--- config.mk ---
export PLATFORM = sky130hd
export DESIGN_NAME = imu_frame_uart_tx
export DESIGN_NICKNAME = d
export VERILOG_FILES = /design/src/rtl/imu_frame_pkg.sv /design/src/rtl/uart_byte_tx.sv /design/src/rtl/imu_frame_uart_tx.sv
export SDC_FILE = /design/constraint.sdc
export NUM_CORES = 1
export LEC_CHECK = 0
export BUFFER_PORTS_ARGS = -buffer_cell sky130_fd_sc_hd__buf_2
export CAP_MARGIN = 40
export CORE_UTILIZATION = 60
export CTS_BUF_LIST = sky130_fd_sc_hd__clkbuf_4
export CTS_CLUSTER_SIZE = 30
export DETAILED_ROUTE_END_ITERATION = 12
export PLACE_DENSITY = 0.81
export SLEW_MARGIN = 20
export SYNTH_ARGS = -nofsm -noshare
export SYNTH_HDL_FRONTEND = slang
export SYNTH_SLANG_ARGS = --single-unit
export TNS_END_PERCENT = 10
--- constraint.sdc ---
create_clock -name clk -period 5.61 [get_ports clk]
set_clock_uncertainty 0.05 [all_clocks]
set_input_delay 0.8415 -clock clk [delete_from_list [all_inputs] [get_ports clk]]
set_output_delay 0.8415 -clock clk [all_outputs]
set_load 0.01 [all_outputs]
--- src/rtl/imu_frame_pkg.sv ---
// Shared constants, state types and frame helpers for the IMU frame UART transmitter.
// Optional feature: IMU_TX_PARITY_EN adds an even-parity bit after each data byte.
package imu_frame_pkg;

  localparam logic [7:0] IMU_SYNC      = 8'h55;
  localparam logic [7:0] IMU_TYPE_ACC  = 8'h51;
  localparam logic [7:0] IMU_TYPE_GYRO = 8'h52;
  localparam logic [7:0] IMU_TYPE_ANG  = 8'h53;

  localparam int unsigned IMU_FRAME_LEN = 11;
  localparam int unsigned IMU_LAST_BYTE = IMU_FRAME_LEN - 1;

`ifdef IMU_TX_PARITY_EN
  localparam int unsigned IMU_PARITY_BITS = 1;
`else
  localparam int unsigned IMU_PARITY_BITS = 0;
`endif

  // Per-byte serializer states
  typedef enum logic [2:0] {
    TX_IDLE,
    TX_START,
    TX_DATA,
`ifdef IMU_TX_PARITY_EN
    TX_PARITY,
`endif
    TX_STOP
  } tx_state_t;

  // Frame sequencer states; FRM_TAIL covers the last byte plus the idle gap
  typedef enum logic [1:0] {
    FRM_IDLE,
    FRM_SEND,
    FRM_TAIL
  } frm_state_t;

  typedef struct packed {
    logic [7:0]  ftype;
    logic [15:0] d3;
    logic [15:0] d2;
    logic [15:0] d1;
    logic [15:0] d0;
  } imu_frame_t;

  // Bit times per byte: start + 8 data + optional parity + stop bits
  function automatic int unsigned bits_per_byte(input int unsigned stop_bits);
    return 9 + IMU_PARITY_BITS + stop_bits;
  endfunction

  function automatic logic [7:0] frame_byte(input imu_frame_t f, input logic [3:0] idx,
                                            input logic [7:0] cksum);
    logic [7:0] b;
    case (idx)
      4'd0:    b = IMU_SYNC;
      4'd1:    b = f.ftype;
      4'd2:    b = f.d0[7:0];
      4'd3:    b = f.d0[15:8];
      4'd4:    b = f.d1[7:0];
      4'd5:    b = f.d1[15:8];
      4'd6:    b = f.d2[7:0];
      4'd7:    b = f.d2[15:8];
      4'd8:    b = f.d3[7:0];
      4'd9:    b = f.d3[15:8];
      4'd10:   b = cksum;
      default: b = IMU_SYNC;
    endcase
    return b;
  endfunction

endpackage

--- src/rtl/uart_byte_tx.sv ---
// Byte serializer with built-in baud counter; byte_ready is high while idle and during the
// final stop-bit cycle so a new byte's start bit follows immediately. Parity via IMU_TX_PARITY_EN.
module uart_byte_tx
  import imu_frame_pkg::*;
#(
  parameter int unsigned CLKS_PER_BIT = 217,
  parameter int unsigned STOP_BITS    = 1
) (
  input  logic       clk,
  input  logic       rst,
  input  logic       byte_valid,
  input  logic [7:0] byte_data,
  output logic       byte_ready,
  output logic       uart_tx
);

  localparam int unsigned BAUD_W = $clog2(CLKS_PER_BIT);
  localparam logic [BAUD_W-1:0] BAUD_LAST = BAUD_W'(CLKS_PER_BIT - 1);
  localparam logic [2:0] STOP_LAST = 3'(STOP_BITS - 1);

  tx_state_t         state_q, state_d;
  logic [BAUD_W-1:0] baud_q, baud_d;
  logic [2:0]        bit_q, bit_d;
  logic [7:0]        shreg_q, shreg_d;
  logic              tx_q, tx_d;
  logic              ready_q, ready_d;
`ifdef IMU_TX_PARITY_EN
  logic              par_q, par_d;
`endif

  logic bit_end_c;
  logic load_c;

  assign bit_end_c  = (baud_q == BAUD_LAST);
  assign load_c     = byte_valid & ready_q;
  assign byte_ready = ready_q;
  assign uart_tx    = tx_q;

  always_ff @(posedge clk or posedge rst) begin
    if (rst) begin
      state_q <= TX_IDLE;
      baud_q  <= '0;
      bit_q   <= '0;
      shreg_q <= '0;
      tx_q    <= 1'b1;
      ready_q <= 1'b1;
`ifdef IMU_TX_PARITY_EN
      par_q   <= 1'b0;
`endif
    end else begin
      state_q <= state_d;
      baud_q  <= baud_d;
      bit_q   <= bit_d;
      shreg_q <= shreg_d;
      tx_q    <= tx_d;
      ready_q <= ready_d;
`ifdef IMU_TX_PARITY_EN
      par_q   <= par_d;
`endif
    end
  end

  always_comb begin
    state_d = state_q;
    baud_d  = baud_q + BAUD_W'(1);
    bit_d   = bit_q;
    shreg_d = shreg_q;
    tx_d    = tx_q;
`ifdef IMU_TX_PARITY_EN
    par_d   = par_q;
`endif

    case (state_q)
      TX_IDLE: begin
        baud_d = '0;
        tx_d   = 1'b1;
      end
      TX_START: begin
        if (bit_end_c) begin
          state_d = TX_DATA;
          baud_d  = '0;
          bit_d   = '0;
          tx_d    = shreg_q[0];
        end
      end
      TX_DATA: begin
        if (bit_end_c) begin
          baud_d = '0;
          if (bit_q == 3'd7) begin
            bit_d = '0;
`ifdef IMU_TX_PARITY_EN
            state_d = TX_PARITY;
            tx_d    = par_q;
`else
            state_d = TX_STOP;
            tx_d    = 1'b1;
`endif
          end else begin
            bit_d   = bit_q + 3'd1;
            shreg_d = {1'b0, shreg_q[7:1]};
            tx_d    = shreg_q[1];
          end
        end
      end
`ifdef IMU_TX_PARITY_EN
      TX_PARITY: begin
        if (bit_end_c) begin
          state_d = TX_STOP;
          baud_d  = '0;
          bit_d   = '0;
          tx_d    = 1'b1;
        end
      end
`endif
      TX_STOP: begin
        if (bit_end_c) begin
          baud_d = '0;
          if (bit_q == STOP_LAST) begin
            state_d = TX_IDLE;
            bit_d   = '0;
            tx_d    = 1'b1;
          end else begin
            bit_d = bit_q + 3'd1;
          end
        end
      end
      default: begin
        state_d = TX_IDLE;
        baud_d  = '0;
        bit_d   = '0;
        tx_d    = 1'b1;
      end
    endcase

    // A new byte can only arrive while idle or in the final stop-bit cycle
    if (load_c) begin
      state_d = TX_START;
      baud_d  = '0;
      bit_d   = '0;
      shreg_d = byte_data;
      tx_d    = 1'b0;
`ifdef IMU_TX_PARITY_EN
      par_d   = ^byte_data;
`endif
    end

    ready_d = (state_d == TX_IDLE) ||
              ((state_d == TX_STOP) && (bit_d == STOP_LAST) && (baud_d == BAUD_LAST));
  end

endmodule

--- src/rtl/imu_frame_uart_tx.sv ---
// IMU frame builder: captures a frame on valid/ready, feeds 11 bytes to the serializer and
// appends the running checksum. Optional parity per byte via IMU_TX_PARITY_EN.
module imu_frame_uart_tx
  import imu_frame_pkg::*;
#(
  parameter int unsigned CLKS_PER_BIT = 217,
  parameter int unsigned STOP_BITS    = 1,
  parameter int unsigned GAP_BITS     = 0
) (
  input  logic        clk,
  input  logic        rst,
  input  logic        frm_valid,
  output logic        frm_ready,
  input  logic [7:0]  frm_type,
  input  logic [15:0] frm_d0,
  input  logic [15:0] frm_d1,
  input  logic [15:0] frm_d2,
  input  logic [15:0] frm_d3,
  output logic        uart_tx,
  output logic        busy,
  output logic        frame_done
);

  localparam int unsigned BYTE_CLKS = bits_per_byte(STOP_BITS) * CLKS_PER_BIT;
  localparam int unsigned TAIL_CLKS = BYTE_CLKS + GAP_BITS * CLKS_PER_BIT;
  localparam int unsigned TAIL_W    = $clog2(TAIL_CLKS);
  localparam logic [TAIL_W-1:0] TAIL_PRE  = TAIL_W'(TAIL_CLKS - 2);
  localparam logic [TAIL_W-1:0] TAIL_LAST = TAIL_W'(TAIL_CLKS - 1);

  frm_state_t        fstate_q, fstate_d;
  imu_frame_t        frame_q, frame_d;
  logic [3:0]        idx_q, idx_d;
  logic [7:0]        cksum_q, cksum_d;
  logic [TAIL_W-1:0] tail_q, tail_d;
  logic              ready_q, ready_d;
  logic              busy_q, busy_d;
  logic              done_q, done_d;

  logic       accept_c;
  logic       byte_valid_c;
  logic [7:0] byte_data_c;
  logic       byte_ready;

  assign accept_c   = frm_valid & ready_q;
  assign frm_ready  = ready_q;
  assign busy       = busy_q;
  assign frame_done = done_q;

  uart_byte_tx #(
    .CLKS_PER_BIT (CLKS_PER_BIT),
    .STOP_BITS    (STOP_BITS)
  ) u_byte_tx (
    .clk        (clk),
    .rst        (rst),
    .byte_valid (byte_valid_c),
    .byte_data  (byte_data_c),
    .byte_ready (byte_ready),
    .uart_tx    (uart_tx)
  );

  always_ff @(posedge clk or posedge rst) begin
    if (rst) begin
      fstate_q <= FRM_IDLE;
      frame_q  <= '0;
      idx_q    <= '0;
      cksum_q  <= '0;
      tail_q   <= '0;
      ready_q  <= 1'b1;
      busy_q   <= 1'b0;
      done_q   <= 1'b0;
    end else begin
      fstate_q <= fstate_d;
      frame_q  <= frame_d;
      idx_q    <= idx_d;
      cksum_q  <= cksum_d;
      tail_q   <= tail_d;
      ready_q  <= ready_d;
      busy_q   <= busy_d;
      done_q   <= done_d;
    end
  end

  always_comb begin
    fstate_d     = fstate_q;
    frame_d      = frame_q;
    idx_d        = idx_q;
    cksum_d      = cksum_q;
    tail_d       = tail_q;
    ready_d      = ready_q;
    busy_d       = busy_q;
    done_d       = 1'b0;
    byte_valid_c = 1'b0;
    byte_data_c  = frame_byte(frame_q, idx_q, cksum_q);

    case (fstate_q)
      FRM_IDLE: begin
        tail_d = '0;
      end
      FRM_SEND: begin
        byte_valid_c = 1'b1;
        if (byte_ready) begin
          if (idx_q == 4'(IMU_LAST_BYTE)) begin
            fstate_d = FRM_TAIL;
            tail_d   = '0;
          end else begin
            cksum_d = cksum_q + byte_data_c;
            idx_d   = idx_q + 4'd1;
          end
        end
      end
      FRM_TAIL: begin
        // Ready/done rise for the final cycle of the last stop bit (or gap)
        tail_d = tail_q + TAIL_W'(1);
        if (tail_q == TAIL_PRE) begin
          ready_d = 1'b1;
          busy_d  = 1'b0;
          done_d  = 1'b1;
        end
        if (tail_q == TAIL_LAST) begin
          fstate_d = FRM_IDLE;
          tail_d   = '0;
        end
      end
      default: begin
        fstate_d = FRM_IDLE;
        ready_d  = 1'b1;
        busy_d   = 1'b0;
      end
    endcase

    // Sync byte is handed over on the acceptance edge so the start bit follows at once
    if (accept_c) begin
      frame_d.ftype = frm_type;
      frame_d.d0    = frm_d0;
      frame_d.d1    = frm_d1;
      frame_d.d2    = frm_d2;
      frame_d.d3    = frm_d3;
      fstate_d      = FRM_SEND;
      idx_d         = 4'd1;
      cksum_d       = IMU_SYNC;
      tail_d        = '0;
      ready_d       = 1'b0;
      busy_d        = 1'b1;
      byte_valid_c  = 1'b1;
      byte_data_c   = IMU_SYNC;
    end
  end

endmodule

==> run metrics <==
ANT nets after route 0; Reg clk slew, reported paths 0.12 ns; synth warn 0; CP arrival around 4.3 ns; Commonest cells post-synth nand2_1, dfrtp_1, nor2_1, a21oi_1, clkbuf_1; Hold Fails Final Rpt 0; hold crit path type input port to async pin; fraction of layout cells with a size suffix above 1 0.165; Mapped Nets ~860; Die X 106 um; final slew viol count 0; internal power 2.25 mW; initial cell density of the core 0.622; sequential element share of the synthesized area 0.483; DR vias/cell between 5 and 6; Post-CTS Setup Bufs 0; syn avg cell area ~8.5 um2; CP Capture Type flip-flop; Data required, critical path between 6 and 7 ns; first-pass GRT wire length approximately 25000 um; DR vias 5621; CTS Hold Buffers Added 0; Routed WL 15000 um; FF-to-FF End cksum_q[7]; EDFF count, synth 0; Max Freq 0.257 GHz; total gr overflow 0; Post-Place Setup Slack 1.82 ns; First-pass DRT Iterations 6; root buffer cell clkbuf_4; switching portion of total power 0.417; Setup Crit Path Kind flip-flop to flip-flop; vias in the first global route about 5200; # resized after CTS 0; Die ar. roughly 0.011 mm2; dominant cell type by area after synthesis dfrtp_1; clock period minus worst slack 3.89 ns; sequential fraction of design power 0.399; status finished, final reports clean; leak pwr approximately 3.5 nW; CTS tree built; Setup crit start kind flip-flop; Layout fillers 835; RR Startpoint idx_q[0]; total CTS buffers 17; main area contributors after synthesis dfrtp_1, nand2_1, ha_1, a22oi_1, nor2_1; total negative slack 0 ns; Synth Flop Type dfrtp_1; Pwr Density 530 mW/mm2; Max-slew headroom 0.458; gpl congestion 0.887; fin crit share 0.693; Slew @ Worst Pin 0.813 ns; cell with the most instances after synthesis nand2_1; switching pwr 1.61 mW; Nets ~900; Die Height approximately 110 um; final setup fails 0; Clock Power Share 0.181; average wire per standard cell 15.3 um; Yosys top cell area share 0.471; num rows 37; Longest Clk Path Bufs 2; Post-synth ARST share 1.00; Syn-to-layout area delta 12.2%; synthesized area approximately 0.0065 mm2; GRT Total Usage 0.286; final worst slack 1.72 ns; Port Buffer Count 78; IO Pins a little under 80; Seq cells post-synth around 130; placed wire-length estimate 10400 um; peak fanout along the critical path 15; Gate Count Post-Synth 763; initial antenna violation count 1; reg-to-reg slack, setup 1.72 ns; Comb power frac 0.420; MaxCap Viol Count 0; CTS Sinks approximately 130; H-tree levels 4; DRC 0; worst skew pair latency 0.53 ns; Core Region ~0.010 mm2; worst vdd ir 0.257 mV; Netlist cell types 69; largest net degree at the start of global routing 85; unrepaired setup endpoints after global routing false; DR iter-0 viols 376; worst r2r path cells 13
power by group through the flow:
| stage | clock (mW) | combinational [mW] | sequential (mW) |
|---|---|---|---|
| 2_1_floorplan | 0 | 1.27 | 1.42 |
| 3_3_place_gp | 0 | 1.48 | 1.54 |
| 3_5_place_dp | 0 | 1.57 | 1.54 |
| 4_1_cts | 0.703 | 1.58 | 1.53 |
| 5_1_grt | 0.742 | 1.82 | 1.57 |
| 6_report | 0.695 | 1.62 | 1.54 |
registers in the layout, summed over array words and instances, names as in the netlist:
register	flops
u_byte_tx.uart_tx	1
cksum_q	8
frame_done	1
u_byte_tx.byte_ready	1
u_byte_tx.baud_q	8
idx_q	4
u_byte_tx.state_q	3
busy	1
u_byte_tx.shreg_q	8
frame_q	72
tail_q	12
frm_ready	1
u_byte_tx.bit_q	3
fstate_q	2
metal layers:
layer  vias to the layer above  track usage  share of wire
li1                       2722            -              -
met1                      2667        0.392           0.43
met2                       207        0.457           0.49
met3                        25       0.0558          0.059
met4                         0       0.0972          0.018
met5                         -            0              0
cells by family after synthesis:
group	share of synthesized area
AND/OR/NAND/NOR	0.262
AO/OA/AOI/OAI	0.145
flip-flops	0.483
buffers and inverters	0.0365
adder cells (fa/ha/maj)	0.0456
XOR/XNOR	0.0162
multiplexers	0.0102
other	0.000579
worst max-delay path, cell delays in order (launching register included):
cell      delay, ns
dfrtp_1        0.46
ha_1           0.53
nor2b_1        0.32
o21ai_1        0.10
a22oi_1        0.30
o21ai_1        0.14
or2_1          0.26
ha_1           0.20
a21oi_1        0.17
o211ai_1       0.16
o41a_1         0.40
or4b_1         0.54
o221a_1        0.13
nand4_1        0.08
through the flow:
step / util / hold slack, ns / area, um2 / cells / total power [mW]
global placement: 0.662 / 0.407 / 6900 / 939 / 3.02
global route: 0.698 / 0.302 / 7270 / 975 / 4.13
detailed placement: 0.664 / 0.406 / 6920 / 940 / 3.12
CTS: 0.694 / 0.289 / 7230 / 972 / 3.82
finish: 0.698 / 0.292 / 7270 / 975 / 3.85
floorplan: - / 0.383 / 6480 / 763 / 2.69
cell usage in the layout (no fill, tap or decap), types with 4 or more instances in the layout:
master | Yosys | layout
buf_2 | 6 | 78
dfrtp_1 | 122 | 122
mux2_2 | 4 | 4
bufinv_16 | 0 | 4
xor2_1 | 4 | 4
ha_1 | 22 | 22
xnor2_1 | 8 | 8
clkinvlp_4 | 0 | 4
nand2_1 | 269 | 268
nor2b_1 | 8 | 8
o21a_1 | 4 | 4
inv_1 | 18 | 17
nor2_1 | 42 | 42
nand4_1 | 9 | 9
nand2b_1 | 4 | 4
clkbuf_4 | 0 | 19
o21ai_1 | 30 | 30
nand3_1 | 20 | 20
a22o_1 | 4 | 4
nor3_1 | 12 | 12
o21ai_0 | 7 | 7
a21oi_1 | 31 | 31
a31oi_1 | 7 | 7
and3_1 | 4 | 4
a22oi_1 | 22 | 22
o22ai_1 | 7 | 7
worst max-delay path by stage:
stage                   from          to  slack, ns  depth (start not counted)
floorplan                rst        busy       1.40                          1
global placement    idx_q[0]  cksum_q[7]       1.98                         13
detailed placement  idx_q[0]  cksum_q[7]       1.82                         13
CTS                 idx_q[0]  cksum_q[7]       1.76                         13
global route        idx_q[0]  cksum_q[6]       1.39                         16
finish              idx_q[0]  cksum_q[7]       1.72                         13
layout make-up:
| type | count | area [um2] | area share |
|---|---|---|---|
| well taps | 136 | 170 | 0.0234 |
| flip-flops and latches | 125 | 3130 | 0.431 |
| inverters | 20 | 77.6 | 0.0107 |
| repair buffers | 83 | 460 | 0.0633 |
| clock inverters | 13 | 173 | 0.0238 |
| multi-input cells | 578 | 3110 | 0.428 |
| clock buffers | 19 | 143 | 0.0196 |
| diodes | 1 | 2.50 | 0.000344 |
Note: power is estimated with default switching activity, not from simulation.
